===== src/rtl/fetch_unit_pkg.sv =====
// Shared definitions for the fetch stage: state encoding, fault codes,
// reset instruction and the opcode constants also used by the controller.
package fetch_unit_pkg;

    typedef enum logic [1:0] {
        ST_BOOT  = 2'b00,
        ST_FETCH = 2'b01,
        ST_EXEC  = 2'b10,
        ST_HALT  = 2'b11
    } fetch_state_e;

    localparam logic [1:0] FAULT_NONE     = 2'b00;
    localparam logic [1:0] FAULT_MISALIGN = 2'b01;
    localparam logic [1:0] FAULT_TIMEOUT  = 2'b10;

    localparam logic [31:0] NOP_INST_DEFAULT = 32'h0000_0013;

    localparam logic [6:0] OPC_LUI    = 7'b0110111;
    localparam logic [6:0] OPC_AUIPC  = 7'b0010111;
    localparam logic [6:0] OPC_JAL    = 7'b1101111;
    localparam logic [6:0] OPC_JALR   = 7'b1100111;
    localparam logic [6:0] OPC_BRANCH = 7'b1100011;
    localparam logic [6:0] OPC_LOAD   = 7'b0000011;
    localparam logic [6:0] OPC_STORE  = 7'b0100011;
    localparam logic [6:0] OPC_OP_IMM = 7'b0010011;
    localparam logic [6:0] OPC_OP     = 7'b0110011;
    localparam logic [6:0] OPC_SYSTEM = 7'b1110011;

endpackage


===== src/rtl/fetch_unit_watchdog.sv =====
// Fetch wait-state counter; pulses timeout on the last permitted FETCH cycle
// that still has no memory response.
module fetch_watchdog #(
    parameter int unsigned MAX_WAIT = 16,
    localparam int unsigned CW = $clog2(MAX_WAIT + 1)
) (
    input  logic clk,
    input  logic rst_n,
    input  logic clear,
    input  logic enable,
    input  logic valid,
    output logic timeout
);

    logic [CW-1:0] wait_cnt_q;
    logic [CW-1:0] wait_cnt_d;

    always_comb begin
        timeout    = enable && !valid && (wait_cnt_q == CW'(MAX_WAIT - 1));
        wait_cnt_d = wait_cnt_q;
        if (clear || (enable && valid)) begin
            wait_cnt_d = '0;
        end else if (enable && !timeout) begin
            wait_cnt_d = wait_cnt_q + CW'(1);
        end
    end

    always_ff @(posedge clk) begin
        if (!rst_n) begin
            wait_cnt_q <= '0;
        end else begin
            wait_cnt_q <= wait_cnt_d;
        end
    end

endmodule


===== src/rtl/fetch_unit.sv =====
// Instruction fetch / PC sequencing stage: fetches over a valid handshake,
// presents each instruction for one EXEC cycle, then picks the next PC or halts.
module fetch_unit
    import fetch_unit_pkg::*;
#(
    parameter int unsigned     XLEN     = 32,
    parameter logic [XLEN-1:0] RESET_PC = '0,
    parameter int unsigned     MAX_WAIT = 16,
    parameter logic [31:0]     NOP_INST = NOP_INST_DEFAULT
) (
    input  logic            clk,
    input  logic            rst_n,
    input  logic            next_pc_sel,
    input  logic [XLEN-1:0] jb_pc,
    input  logic            ecall_sig,
    input  logic [31:0]     im_rdata,
    input  logic            im_valid,
    output logic            im_req,
    output logic [XLEN-1:0] im_addr,
    output logic [XLEN-1:0] pc,
    output logic [31:0]     inst,
    output logic            inst_valid,
    output logic            halted,
    output logic [1:0]      fault,
    output logic [XLEN-1:0] instret
);

    fetch_state_e    state_q, state_d;
    logic [XLEN-1:0] pc_q, pc_d;
    logic [31:0]     inst_q, inst_d;
    logic            halted_q, halted_d;
    logic [1:0]      fault_q, fault_d;
    logic [XLEN-1:0] instret_q, instret_d;
    logic [XLEN-1:0] target;
    logic            timeout;

    fetch_watchdog #(
        .MAX_WAIT(MAX_WAIT)
    ) u_watchdog (
        .clk    (clk),
        .rst_n  (rst_n),
        .clear  (state_q == ST_BOOT),
        .enable (state_q == ST_FETCH),
        .valid  (im_valid),
        .timeout(timeout)
    );

    always_comb begin
        state_d    = state_q;
        pc_d       = pc_q;
        inst_d     = inst_q;
        halted_d   = halted_q;
        fault_d    = fault_q;
        instret_d  = instret_q;
        im_req     = 1'b0;
        inst_valid = 1'b0;
        target     = jb_pc & ~XLEN'(1);

        case (state_q)
            ST_BOOT: begin
                state_d = ST_FETCH;
            end
            ST_FETCH: begin
                im_req = 1'b1;
                // A response on the timeout cycle still counts as a good fetch.
                if (im_valid) begin
                    inst_d  = im_rdata;
                    state_d = ST_EXEC;
                end else if (timeout) begin
                    fault_d  = FAULT_TIMEOUT;
                    halted_d = 1'b1;
                    inst_d   = NOP_INST;
                    state_d  = ST_HALT;
                end
            end
            ST_EXEC: begin
                inst_valid = 1'b1;
                if (ecall_sig) begin
                    instret_d = instret_q + XLEN'(1);
                    halted_d  = 1'b1;
                    state_d   = ST_HALT;
                end else if (next_pc_sel) begin
                    if (target[1]) begin
                        fault_d  = FAULT_MISALIGN;
                        halted_d = 1'b1;
                        state_d  = ST_HALT;
                    end else begin
                        pc_d      = target;
                        instret_d = instret_q + XLEN'(1);
                        state_d   = ST_FETCH;
                    end
                end else begin
                    pc_d      = pc_q + XLEN'(4);
                    instret_d = instret_q + XLEN'(1);
                    state_d   = ST_FETCH;
                end
            end
            default: begin
                state_d = ST_HALT;
            end
        endcase
    end

    always_ff @(posedge clk) begin
        if (!rst_n) begin
            state_q   <= ST_BOOT;
            pc_q      <= RESET_PC;
            inst_q    <= NOP_INST;
            halted_q  <= 1'b0;
            fault_q   <= FAULT_NONE;
            instret_q <= '0;
        end else begin
            state_q   <= state_d;
            pc_q      <= pc_d;
            inst_q    <= inst_d;
            halted_q  <= halted_d;
            fault_q   <= fault_d;
            instret_q <= instret_d;
        end
    end

    assign im_addr = pc_q;
    assign pc      = pc_q;
    assign inst    = inst_q;
    assign halted  = halted_q;
    assign fault   = fault_q;
    assign instret = instret_q;

endmodule


===== config.mk =====
export PLATFORM = sky130hd
export DESIGN_NAME = fetch_unit
export DESIGN_NICKNAME = d
export VERILOG_FILES = /design/src/rtl/fetch_unit_pkg.sv /design/src/rtl/fetch_unit_watchdog.sv /design/src/rtl/fetch_unit.sv
export SDC_FILE = /design/constraint.sdc
export NUM_CORES = 1
export LEC_CHECK = 0
export ABC_CLOCK_PERIOD_IN_PS = 2750
export BUFFER_PORTS_ARGS = -buffer_cell sky130_fd_sc_hd__buf_2
export CAP_MARGIN = 20
export CORE_MARGIN = 8
export CORE_UTILIZATION = 49
export CTS_CLUSTER_SIZE = 14
export DETAILED_ROUTE_END_ITERATION = 8
export HOLD_SLACK_MARGIN = 0.15
export PLACE_DENSITY = 0.81
export SYNTH_ARGS = -nofsm -noshare
export SYNTH_HDL_FRONTEND = slang
export SYNTH_SLANG_ARGS = --single-unit

===== constraint.sdc =====
create_clock -name clk -period 2.75 [get_ports clk]
set_clock_uncertainty 0.05 [all_clocks]
set_input_delay 0.55 -clock clk [delete_from_list [all_inputs] [get_ports clk]]
set_output_delay 0.55 -clock clk [all_outputs]
set_load 0.01 [all_outputs]

Yosys cells after proc, flatten, opt, wreduce, memory -nomap -nowiden
Index checks and enable logic that the tools add are counted.
Storage, ports and cells
  register bits: 106
  latch bits: 0
  bits in writable memories: 0
  bits in read-only memories: 0
  output and inout port bits: 133
  memories: 0
Cells by class
  add/subtract/negate cells: 3
  $mul: 0
  div/mod/pow operators: 0
  $lt $le $gt $ge: 0
  equality and inequality tests: 13
  shift operators: 0
  muxes and demuxes: 27
  bitwise gates (word level): 2
  reduce and logical (&&, ||, !) cells: 16
Operators by type and width (count)
  32-bit two-way mux: 7
  32-bit by 1-bit adder with 32-bit output (second input constant): 1
  32-bit by 3-bit adder with 32-bit output (second input constant): 1
  2-bit two-way mux: 10
  2-bit != test (second input constant): 6
  3-bit != test (second input constant): 3
  1-bit two-way mux: 7
  2-bit one-hot mux with 3 select lines: 1
  6-bit AND reduction: 1
  5-bit by 1-bit adder with 5-bit output (second input constant): 1
  5-bit by 4-bit equality test with 1-bit output (second input constant): 1
  5-bit AND reduction: 1
  1-bit logical AND: 4
  2-bit one-hot mux with 2 select lines: 1
  2-bit AND reduction: 2
  2-bit nonzero test: 2
  3-bit by 2-bit != test with 1-bit output (second input constant): 1
  3-bit AND reduction: 1
  2-bit by 1-bit equality test with 1-bit output (second input constant): 1
  2-bit equality test (second input constant): 1
  1-bit logical NOT: 2
  2-bit logical NOT: 1
  1-bit NOT: 2
  1-bit one-hot mux with 2 select lines: 1
  2 further kinds: 2

Logic depth before layout (Yosys ltp)
  depth in word-level cells: 6
  mapped depth: 9
  gate-level depth less buffers: 8

Modules after synthesis
From an unflattened synthesis, not the netlist that was laid out.
Unflattened totals
  cells, all modules: 615
  area, all modules: 5078.6 µm²
Modules (own cells, without submodules)
  fetch_unit: instances 1, cells an instance 584, area each 4822.1 µm²
  fetch_watchdog: instances 1, cells an instance 31, area each 256.5 µm²

Worst setup path after synthesis
OpenSTA, ideal clock, no wires.
  kind: register to register
  from: reg pc_q[2] (netlist: im_addr[2])
  to: reg pc_q[28] (netlist: im_addr[28])
  setup time: 0.114 ns
  arrival: 2.083 ns
  setup slack: 0.503 ns
  cell stages (with the launch flop): 7
  buffers on the path: 0
  clock period less this slack: 2.247 ns
  cell sequence: dfxtp_1 > ha_1 > nand4_2 > or4_4 > o41ai_1 > o41ai_1 > a21o_1
On the way
  cells in the longest elaborated chain, start to end: 2
Ends and longest elaborated chain
  start, declared: line fetch_unit.sv:29  | logic [XLEN-1:0] pc_q, pc_d;
  start signal, assigned: line fetch_unit.sv:114  | pc_q <= pc_d;
  32-bit by 3-bit adder with 32-bit output: line fetch_unit.sv:93  | pc_d = pc_q + XLEN'(4);
  32-bit two-way mux: line fetch_unit.sv:82  | end else if (next_pc_sel) begin
No other way between the ends.
A chain may end at the register's enable or synchronous reset.

Worst setup path in the final report
Ends and elaborated chain as after synthesis.

==> results.sh <==
export IMPL_globalRouteTotalUtil_pct=21.0
export IMPL_residual_drc=0
export IMPL_finalNetCount=866
export IMPL_fin_ws_ps=582
export IMPL_finalWirelength_um=15500
export IMPL_critical_path_required_ps=2950
export IMPL_avgSynthCellArea_um2=8.20
export IMPL_slew_limit_headroom_pct=62.9
export IMPL_yosysSeqAreaShare_pct=39.7
export IMPL_synth_compound_area_share_pct=17.7
export IMPL_synth_fa_ha_area_share_pct=0.955
export IMPL_hold_viol=0
export IMPL_antenna_diode_count=0
export IMPL_cts_num_sinks=104
export IMPL_die_area_um2=14300
export IMPL_synth_enable_flop_cells=0
export IMPL_prevailing_post_synth_register_cell="sky130_fd_sc_hd__dfxtp_1"
export IMPL_cts_hold_repair_buffers=0
export IMPL_setup_viol_count_final=0
export IMPL_1st_pass_router_iterations=6
export IMPL_port_buffers=196
export IMPL_post_synth_top_count_cell="sky130_fd_sc_hd__dfxtp_1"
export IMPL_maxCapViolCount=0
export IMPL_synth_seq_cells=104
export IMPL_max_slew_worst_pin_slew_ps=551
export IMPL_h_tree_depth=3
export IMPL_yosys_area_share_xor_xnor_pct=3.18
export IMPL_power_ir_vdd_worst_uv=373
export IMPL_fp_coreArea_um2=10400
export IMPL_route_detailed_vias_per_inst=5.69
export IMPL_layoutNonFillerInstCount=934
export IMPL_grt_pass1_wl_um=25400
export IMPL_worstSkewPairLatency_ps=360
export IMPL_synth_largest_area_cell="sky130_fd_sc_hd__dfxtp_1"
export IMPL_root_buffer="sky130_fd_sc_hd__clkbuf_8"
export IMPL_synth_mux_area_fraction_pct=3.46
export IMPL_placer_congestion=0.873
export IMPL_run_status="complete, no violations"
export IMPL_period_share_pct=78.8
export IMPL_fin_crit_ps=2170
export IMPL_criticalPathCategory="reg2reg"
export IMPL_main_combinational_cell_family_by_area_after_synthesis="simple AND/OR/NAND/NOR gates"
export IMPL_vias=5314
export IMPL_drt_antenna_violating_nets=0
export IMPL_setup_worst_path_end_class="flop"
export IMPL_number_of_antenna_violations_at_the_first_check_in_global_routing=1
export IMPL_netlist_instances=639
export IMPL_synthTopCellsByCount="sky130_fd_sc_hd__dfxtp_1, sky130_fd_sc_hd__nor2_1, sky130_fd_sc_hd__nand2_1, sky130_fd_sc_hd__buf_4"
export IMPL_dp_slack_ps=365
export IMPL_hold_path_class="in2reg"
export IMPL_detail_route_iter0_violations=520
export IMPL_ff2ff_setup_slack_ps=580
export IMPL_total_area_of_multi_input_combinational_cells_um2=2730
export IMPL_synth_top_cell_area_share_pct=39.7
export IMPL_count_of_instances_resized_after_the_clock_tree_is_built=0
export IMPL_report_power_total_w=0.00283
export IMPL_rsz0062_at_grt="false"
export IMPL_first_global_vias=5209
export IMPL_grt_start_max_net_pins=58
export IMPL_row_count=37
export IMPL_synth_cell_type_count=59
export IMPL_finalSetupTns_ps=0
export IMPL_critical_path_startpoint_type="flop"
export IMPL_cts_tree="done"
export IMPL_initial_core_util_pct=50.5
export IMPL_cts_path_max_buffers=2
export IMPL_synthArstFlopShare_pct=0
export IMPL_die_w_um=119
export IMPL_powerDensity_nw_per_um2=446
export IMPL_pin_count=202
export IMPL_timing_max_transition_violations_final=0
export IMPL_synth_simple_gate_area_share_pct=26.5
export IMPL_final_layout_size_suffix_gt1_share_pct=30.5
export IMPL_critPathArrivalTime_ps=2370
export IMPL_wire_per_inst_um=16.6
export IMPL_register_area_um2=2080
export IMPL_fillerInstances=928
export IMPL_synthesis_area_um2=5240
export IMPL_ys_top_cells_by_area="sky130_fd_sc_hd__dfxtp_1, sky130_fd_sc_hd__nor2_1, sky130_fd_sc_hd__buf_4"
export IMPL_inst_count_dp=918
export IMPL_areaGrowthSynthToFinish_pct=21.2
export IMPL_max_freq_ghz=0.461
export IMPL_dp_final_hpwl_um=11600
export IMPL_static_power_due_to_leakage_nw=2.94
export IMPL_chipHeight_um=119
export IMPL_clk_pin_slew_ps=110
export IMPL_yosys_warnings=0
export IMPL_cts_inserted_buffers=9
export IMPL_cts_post_setup_buffers_inserted=0
export IMPL_crit_path_max_fanout=5
export IMPL_grt_remaining_overflow=0
[worst paths after layout]
check / end / startpoint / depth (start not counted)
setup / recovery: im_addr[28] / im_addr[2] / 6
hold / removal: inst[1] / im_rdata[1] / 3
setup reg to reg: im_addr[28] / im_addr[2] / 6
hold reg to reg: halted / halted / 2
[kinds of logic (layout without fill, tap and decap cells)]
kind of cell	after synthesis	in the layout
mux	18	18
simple gates	271	271
other cells	1	4
fa+ha+maj	4	4
flops	104	104
compound gates	139	139
xor+xnor	19	19
buf+inv	83	239
[sequential cells by signal, indices dropped and copies added (netlist names)]
name,cells
state_q,2
instret,32
halted,1
im_addr,30
inst,32
u_watchdog.wait_cnt_q,5
fault,2
[critical path: stages (launching register included)]
cell,delay (ps)
sky130_fd_sc_hd__dfxtp_1,360
sky130_fd_sc_hd__ha_1,270
sky130_fd_sc_hd__nand4_2,160
sky130_fd_sc_hd__or4_4,540
sky130_fd_sc_hd__o41ai_1,380
sky130_fd_sc_hd__o41ai_1,130
sky130_fd_sc_hd__a21o_1,180
[metrics by stage]
step / instance area (um^2) / utilization, % / hold WS (ps)
floorplan: 5250 / - / 422
global placement: 6150 / 59.3 / 400
detailed placement: 6150 / 59.3 / 408
CTS: 6350 / 61.3 / 348
global route: 6350 / 61.3 / 363
finish: 6350 / 61.3 / 369
[cells in the final DEF, fill, tap and decap left out, drive strengths merged, types with 13 or more instances in the layout]
master,n
o21ai,25
nand3,33
a22oi,30
inv,15
nand2b,13
nand2,64
a21oi,32
nand4,22
buf,212
dfxtp,104
and3,16
mux2i,17
nor2,77
[where the power goes]
part / total (W) / internal (W) / switching, W
clock network: 0.000951 / 0.000379 / 0.000572
logic: 0.000311 / 0.000129 / 0.000181
registers: 0.00157 / 0.00154 / 0.0000316
[area by class of cell]
type	count	area share (%)
clock buffer	10	2.17
clock inverter	6	0.965
inverter	11	0.650
multi-input combinational	455	43.0
sequential	104	32.8
tap	136	2.68
timing repair buffer	212	17.7
[routing by layer]
layer	track usage (%)	vias to the layer above	routed length [um]
met2	36.8	243	7510
met3	6.47	16	1480
li1	-	2572	-
met5	0	-	12
met1	24.2	2481	6390
met4	5.70	2	138
Power figures use the tool's default switching activity.
